[config.mk]
export PLATFORM = sky130hd
export DESIGN_NAME = fpga_reset_sequencer
export DESIGN_NICKNAME = d
export VERILOG_FILES = /design/src/rtl/fpga_reset_sequencer.sv
export SDC_FILE = /design/constraint.sdc
export NUM_CORES = 1
export LEC_CHECK = 0
export CELL_PAD_IN_SITES_DETAIL_PLACEMENT = 1
export CELL_PAD_IN_SITES_GLOBAL_PLACEMENT = 1
export CORE_UTILIZATION = 38
export DETAILED_ROUTE_END_ITERATION = 10
export GPL_TIMING_DRIVEN = 0
export PLACE_DENSITY = 0.75
export REMOVE_ABC_BUFFERS = 1
export SKIP_LAST_GASP = 1
export SYNTH_ARGS = -nofsm -noshare
export SYNTH_HDL_FRONTEND = slang
export SYNTH_SLANG_ARGS = --single-unit
export TNS_END_PERCENT = 1
[constraint.sdc]
create_clock -name ref_clk -period 1.6 [get_ports ref_clk]
set_clock_uncertainty 0.05 [all_clocks]
set_input_delay 0.24 -clock ref_clk [delete_from_list [all_inputs] [get_ports ref_clk]]
set_output_delay 0.24 -clock ref_clk [all_outputs]
set_load 0.05 [all_outputs]
[src/rtl/fpga_reset_sequencer.sv]
// fpga_reset_sequencer
// Per-domain active-low reset generator for the FPGA targets. All domains are
// held in reset for HOLD_CYCLES locked cycles, then released in ascending
// order STAGE_GAP cycles apart. From RUN, a soft request re-sequences only the
// masked domains. Clock-lock loss always forces a full resequence.
module fpga_reset_sequencer #(
  parameter int NUM_DOMAINS = 3,
  parameter int HOLD_CYCLES = 16,
  parameter int STAGE_GAP   = 8
) (
  input  logic                   ref_clk,
  input  logic                   pad_reset,
  input  logic                   pll_locked_i,
  input  logic                   soft_rst_req_i,
  input  logic [NUM_DOMAINS-1:0] soft_rst_mask_i,
  output logic [NUM_DOMAINS-1:0] rst_n_o,
  output logic                   seq_done_o,
  output logic [2:0]             seq_state_o
);

  localparam int CNT_MAX = (HOLD_CYCLES > STAGE_GAP) ? HOLD_CYCLES : STAGE_GAP;
  localparam int CW      = $clog2(CNT_MAX + 1);
  localparam int IW      = $clog2(NUM_DOMAINS + 1);

  // Counters share one width so that a single saturating increment serves both.
  localparam logic [CW-1:0]          HOLD_LAST = CW'(HOLD_CYCLES);
  localparam logic [CW-1:0]          GAP_LAST  = CW'(STAGE_GAP - 1);
  localparam logic [CW-1:0]          CNT_SAT   = CW'(CNT_MAX);
  localparam logic [CW-1:0]          CNT_ZERO  = {CW{1'b0}};
  localparam logic [IW-1:0]          IDX_ONE   = IW'(1'b1);
  localparam logic [IW-1:0]          IDX_END   = IW'(NUM_DOMAINS);
  localparam logic [IW-1:0]          IDX_ZERO  = {IW{1'b0}};
  localparam logic [NUM_DOMAINS-1:0] DOM_ONE   = NUM_DOMAINS'(1'b1);
  localparam logic [NUM_DOMAINS-1:0] DOM_ALL   = {NUM_DOMAINS{1'b1}};
  localparam logic [NUM_DOMAINS-1:0] DOM_NONE  = {NUM_DOMAINS{1'b0}};

  typedef enum logic [2:0] {
    ST_HOLD         = 3'd0,
    ST_RELEASE      = 3'd1,
    ST_RUN          = 3'd2,
    ST_SOFT_HOLD    = 3'd3,
    ST_SOFT_RELEASE = 3'd4
  } state_t;

  state_t                   state_r;
  logic [CW-1:0]            hold_cnt_r;
  logic [CW-1:0]            gap_cnt_r;
  logic [IW-1:0]            idx_r;
  logic [NUM_DOMAINS-1:0]   pend_mask_r;  // soft-reset domains still waiting for release
  logic [NUM_DOMAINS-1:0]   rst_n_r;
  logic                     done_r;

  // Isolate the lowest set bit: the next domain to release in a soft sequence.
  function automatic logic [NUM_DOMAINS-1:0] lowest_one(input logic [NUM_DOMAINS-1:0] v);
    return v & (~v + DOM_ONE);
  endfunction

  // Counter increment that sticks at its maximum instead of wrapping.
  function automatic logic [CW-1:0] sat_inc(input logic [CW-1:0] c);
    return (c == CNT_SAT) ? c : c + CW'(1'b1);
  endfunction

  // Sequencer FSM: pad reset, then lock loss, then the per-state sequencing.
  always_ff @(posedge ref_clk) begin
    if (pad_reset || !pll_locked_i) begin
      state_r     <= ST_HOLD;
      hold_cnt_r  <= CNT_ZERO;
      gap_cnt_r   <= CNT_ZERO;
      idx_r       <= IDX_ZERO;
      pend_mask_r <= DOM_NONE;
      rst_n_r     <= DOM_NONE;
      done_r      <= 1'b0;
    end else begin
      case (state_r)
        ST_HOLD: begin
          if (hold_cnt_r == HOLD_LAST) begin
            rst_n_r   <= DOM_ONE;
            idx_r     <= IDX_ONE;
            gap_cnt_r <= CNT_ZERO;
            state_r   <= ST_RELEASE;
          end else begin
            hold_cnt_r <= sat_inc(hold_cnt_r);
          end
        end
        ST_RELEASE: begin
          // idx_r == NUM_DOMAINS means the last domain went out on the previous edge.
          if (idx_r == IDX_END) begin
            done_r  <= 1'b1;
            state_r <= ST_RUN;
          end else if (gap_cnt_r == GAP_LAST) begin
            rst_n_r   <= rst_n_r | (DOM_ONE << idx_r);
            idx_r     <= idx_r + IDX_ONE;
            gap_cnt_r <= CNT_ZERO;
          end else begin
            gap_cnt_r <= sat_inc(gap_cnt_r);
          end
        end
        ST_RUN: begin
          if (soft_rst_req_i && (soft_rst_mask_i != DOM_NONE)) begin
            pend_mask_r <= soft_rst_mask_i;
            rst_n_r     <= rst_n_r & ~soft_rst_mask_i;
            done_r      <= 1'b0;
            hold_cnt_r  <= CNT_ZERO;
            state_r     <= ST_SOFT_HOLD;
          end else begin
            rst_n_r <= DOM_ALL;
            done_r  <= 1'b1;
          end
        end
        ST_SOFT_HOLD: begin
          if (hold_cnt_r == HOLD_LAST) begin
            rst_n_r     <= rst_n_r | lowest_one(pend_mask_r);
            pend_mask_r <= pend_mask_r & ~lowest_one(pend_mask_r);
            gap_cnt_r   <= CNT_ZERO;
            state_r     <= ST_SOFT_RELEASE;
          end else begin
            hold_cnt_r <= sat_inc(hold_cnt_r);
          end
        end
        ST_SOFT_RELEASE: begin
          // Unmasked indices are never in pend_mask_r, so they cost no gap.
          if (pend_mask_r == DOM_NONE) begin
            done_r  <= 1'b1;
            state_r <= ST_RUN;
          end else if (gap_cnt_r == GAP_LAST) begin
            rst_n_r     <= rst_n_r | lowest_one(pend_mask_r);
            pend_mask_r <= pend_mask_r & ~lowest_one(pend_mask_r);
            gap_cnt_r   <= CNT_ZERO;
          end else begin
            gap_cnt_r <= sat_inc(gap_cnt_r);
          end
        end
        default: begin
          state_r     <= ST_HOLD;
          hold_cnt_r  <= CNT_ZERO;
          gap_cnt_r   <= CNT_ZERO;
          idx_r       <= IDX_ZERO;
          pend_mask_r <= DOM_NONE;
          rst_n_r     <= DOM_NONE;
          done_r      <= 1'b0;
        end
      endcase
    end
  end

  assign rst_n_o     = rst_n_r;
  assign seq_done_o  = done_r;
  assign seq_state_o = state_r;

endmodule
# --- After elaboration in Yosys (flattened, before gate mapping) ---
# Index checks and enable logic that the tools add are counted.
word_totals:
  reg_bits: 22
  latch_bits: 0
  ram_bits: 0
  romBits: 0
  input_bits: 7
  output_inout_bits: 7
  elab_cells: 96
  mem_count: 0
classes:
  addsub: 4
  n_mul: 0
  n_div: 0
  n_lt_le_gt_ge: 0
  eq_ne: 19
  shifts: 1
  mux: 35
  bitwise_logic: 13
  n_reduce_logical: 17
ops:
  columns: ["operator", "count"]
  rows:
  - ["3-bit two-way mux", 15]
  - ["5-bit two-way mux", 7]
  - ["3-bit one-hot mux with 5 select lines", 2]
  - ["2-bit != test (second input constant)", 10]
  - ["5-bit one-hot mux with 4 select lines", 1]
  - ["5-bit one-hot mux with 3 select lines", 1]
  - ["3-bit one-hot mux with 4 select lines", 1]
  - ["5-bit by 1-bit adder with 5-bit output (second input constant)", 2]
  - ["5-bit equality test (second input constant)", 2]
  - ["5-bit AND reduction", 2]
  - ["3-bit AND", 3]
  - ["3-bit NOT", 3]
  - ["4-bit AND reduction", 2]
  - ["3-bit by 2-bit equality test with 1-bit output (second input constant)", 2]
  - ["3-bit logical NOT", 2]
  - ["2-bit two-way mux", 3]
  - ["3-bit bitwise OR", 2]
  - ["2-bit one-hot mux with 3 select lines", 1]
  - ["3-bit AND reduction", 2]
  - ["6-bit AND reduction", 1]
  - ["2-bit OR reduction", 3]
  - ["5-bit by 3-bit equality test with 1-bit output (second input constant)", 1]
  - ["1-bit NOT", 5]
  - ["1-bit one-hot mux with 4 select lines", 1]
  - ["13 further kinds", 15]

# --- Logic depth before layout (Yosys ltp) ---
logic_depth:
  word_depth: 8
  depth_mapped: 8

# --- Worst setup path before layout ---
# OpenSTA, ideal clock, no wires.
synth_path:
  path_type: "register to register"
  startpoint: "reg state_r[0] (netlist: seq_state_o[0])"
  endpoint: "reg gap_cnt_r[3]"
  setup_time_ns: 0.117
  t_arrival_ns: 1.828
  required_time_ns: 1.433
  slack_ns: -0.395
  stages_incl_launch_ff: 7
  path_buffers: 1
  cell_sequence: "dfxtp_1 buf_6 or4bb_1 nand2_1 nor3_4 o21a_2 a32o_1"
synth_via:
  elab_chain_len: 4
synth_lines:
  columns: ["item", "line", "text"]
  rows:
  - ["start: declaration", "45", "state_t state_r;"]
  - ["start signal: assignment", "66", "state_r <= ST_HOLD;"]
  - ["start signal: assignment", "80", "state_r <= ST_RELEASE;"]
  - ["start signal: assignment", "89", "state_r <= ST_RUN;"]
  - ["3-bit by 2-bit equality test with 1-bit output or 3-bit logical NOT (tied branches)", "74", "case (state_r)"]
  - ["2-bit OR reduction (no line)", null, null]
  - ["2-bit by 1-bit != test with 1-bit output (no line)", null, null]
  - ["4-bit AND reduction (no line)", null, null]
  - ["end signal: assignment", "95", "gap_cnt_r <= sat_inc(gap_cnt_r);"]
  - ["end signal: assignment", "130", "gap_cnt_r <= sat_inc(gap_cnt_r);"]
  - ["end: declaration", "47", "logic [CW-1:0] gap_cnt_r;"]
# Several ways; a longest one is shown, not always the timed one.
# A chain may end at the register's enable or synchronous reset.

# --- Worst setup path in the final report ---
layout_path:
  startpoint: "reg state_r[2] (netlist: seq_state_o[2])"
  endpoint: "reg gap_cnt_r[3]"
# Same word-level chain as after synthesis.

==> run metrics <==
synth cell count leaders dfxtp_1, a21oi_1, nor2_1; number of enable flip-flop cells after synthesis 0; dpl hpwl 3210 um; Setup Total Neg Slack -4.38 ns; drt pass-1 iters 4; Via Count 1,661; largest net degree at the start of global routing 18; Initial Utilization 39.7%; max-capacitance violation count 0; Final Util 50.7%; Static Leak 0.718 nW; initial antenna violation count 0; Pwr Total 1.04 mW; clk buf depth 2; Antenna diodes 0; failing checks setup timing; via/cell ratio 6.06; class of the worst hold path flip-flop to flip-flop; Remaining DRCs 0; share of the synthesized area in the top cell type 27.5%; GP Congestion 0.802; ys flop type dfxtp_1; Cell Rows 23; Avg WL per Cell 19.1 um; CP max FO 11; flops & latches, synth 22; Cell variety after synth 60; CTS Hold Bufs 0; P&R area growth vs syn 27.7%; Tcrit/Tclk final 116%; die area 0.00447 sq mm; global-route wire length before repair 8320 um; Iteration-0 DRC Markers 67; Mapped Cells 201; CTS H-tree lvls 1; placed insts 252; final setup margin -0.250 ns; pwr/cell area 509 mW/mm^2; ANT nets after route 0; RSZ-0062 raised after global routing yes; CP Launch Type flip-flop; most common cell in the synthesized netlist dfxtp_1; clock latency on the worst-skew pair 0.28 ns; share of layout cells above drive strength 1 24.6%; Avg Cell Area, Syn 7.96 sq um; sequential share of the synthesized area 27.5%; final wirelength 5240 um; Worst-path clk slew 0.09 ns; CTS Root Cell clkbuf_8; final net count 240; Core Area 0.00403 sq mm; final hold violations 0; Yosys warning count 0; area of the mapped netlist 0.00160 sq mm; outcome finished, violations left; # port buffers 13; fin crit period 1.85 ns; Rel. slew slack 46.7%; critical path class flip-flop to flip-flop; CTS tree yes; I/O Pins 14; clock sink count 22; TritonCTS Buffers 3; Synth area leader dfxtp_1; height of the die 66.9 um; CP Capture Type flip-flop; fin cells 274; Slew @ Worst Pin 0.800 ns; Data arrival, critical path 1.98 ns; top cells by area, synth dfxtp_1, ha_1, a21oi_1; Overflow after GRT 0; Pins Over Slew Limit 0; VDD IR max 224 uV; FILL cells 484; GRT Overall Usage 25.1%; vias in the first global route 1,732; Final setup viols 27; Die X 66.9 um; Req. time, crit path 1.73 ns; Max Freq 541 MHz; FFs w/ async S/R, synth 0%
-- metrics by stage --
stage               cell area, sq um  worst slack [ns]  hold WS [ns]
floorplan                       1530            -0.768         0.308
global placement                1720             -1.46         0.433
detailed placement              1740            -0.903         0.454
CTS                             1940            -0.270         0.468
global route                    2040            -0.332         0.490
finish                          2040            -0.250         0.457
-- state kept, by name (all words and copies together), names as in the netlist --
signal,flops
gap_cnt_r,5
hold_cnt_r,5
idx_r,2
pend_mask_r,3
rst_n_o,3
seq_done_o,1
seq_state_o,3
-- critical path, stage by stage (launching register included) --
cell     delay, ns
dfxtp_4       0.35
buf_4         0.19
or4bb_4       0.57
nand2_1       0.14
nor3_4        0.08
o21a_2        0.16
a32o_1        0.21
-- timing repair --
action,in CTS,in global routing
setup buffers,16,2
gates resized for setup,18,17
cloned,0,0
pin swaps,6,5
endpoints found under the setup margin,29,29
-- cell type report --
cell class	instances	area [sq um]	area share [%]
tap	50	62.6	3.06
timing repair buffer	32	284	13.9
multi-input combinational	157	1150	56.3
sequential	22	457	22.4
inverter	9	33.8	1.65
clock buffer	4	55.1	2.69
-- placed cells by master (no fill, tap or decap), types with 5 or more instances in the layout --
cell              n
nand3_1           5
nor2_1           18
ha_1              7
inv_1             7
dfxtp_1          15
nand2_1          14
nor3_1            8
o21ai_0           9
buf_4            15
a21oi_1          19
clkdlybuf4s50_1  10
-- power breakdown --
| group | switching (mW) | total, mW | internal (mW) |
|---|---|---|---|
| Combinational | 0.0377 | 0.0668 | 0.0291 |
| Sequential | 0.00219 | 0.547 | 0.545 |
| Clock | 0.205 | 0.426 | 0.220 |
| Total | 0.245 | 1.04 | 0.794 |
-- worst paths after layout --
check	start	endpoint	slack, ns	depth (start not counted)
hold / removal	idx_r[1]	idx_r[1]	0.46	2
setup / recovery	seq_state_o[2]	gap_cnt_r[3]	-0.25	6
setup reg to reg	seq_state_o[2]	gap_cnt_r[3]	-0.25	6
hold reg to reg	idx_r[1]	idx_r[1]	0.46	2
-- metal layers --
layer  part of all wire [%]  up-vias  track usage (%)
li1                       -      780                -
met1                     42      827             27.9
met2                     52       41             44.4
met3                    3.7       13             4.45
met4                    2.1        0             14.4
met5                      0        -                0
-- kinds of logic after synthesis --
family / synth area share [%]
compound gates: 26.1
xor+xnor: 2.74
fa+ha+maj: 6.26
buf+inv: 6.57
flops: 27.5
mux: 1.95
simple gates: 28.9
(Power assumes the default switching activity.)
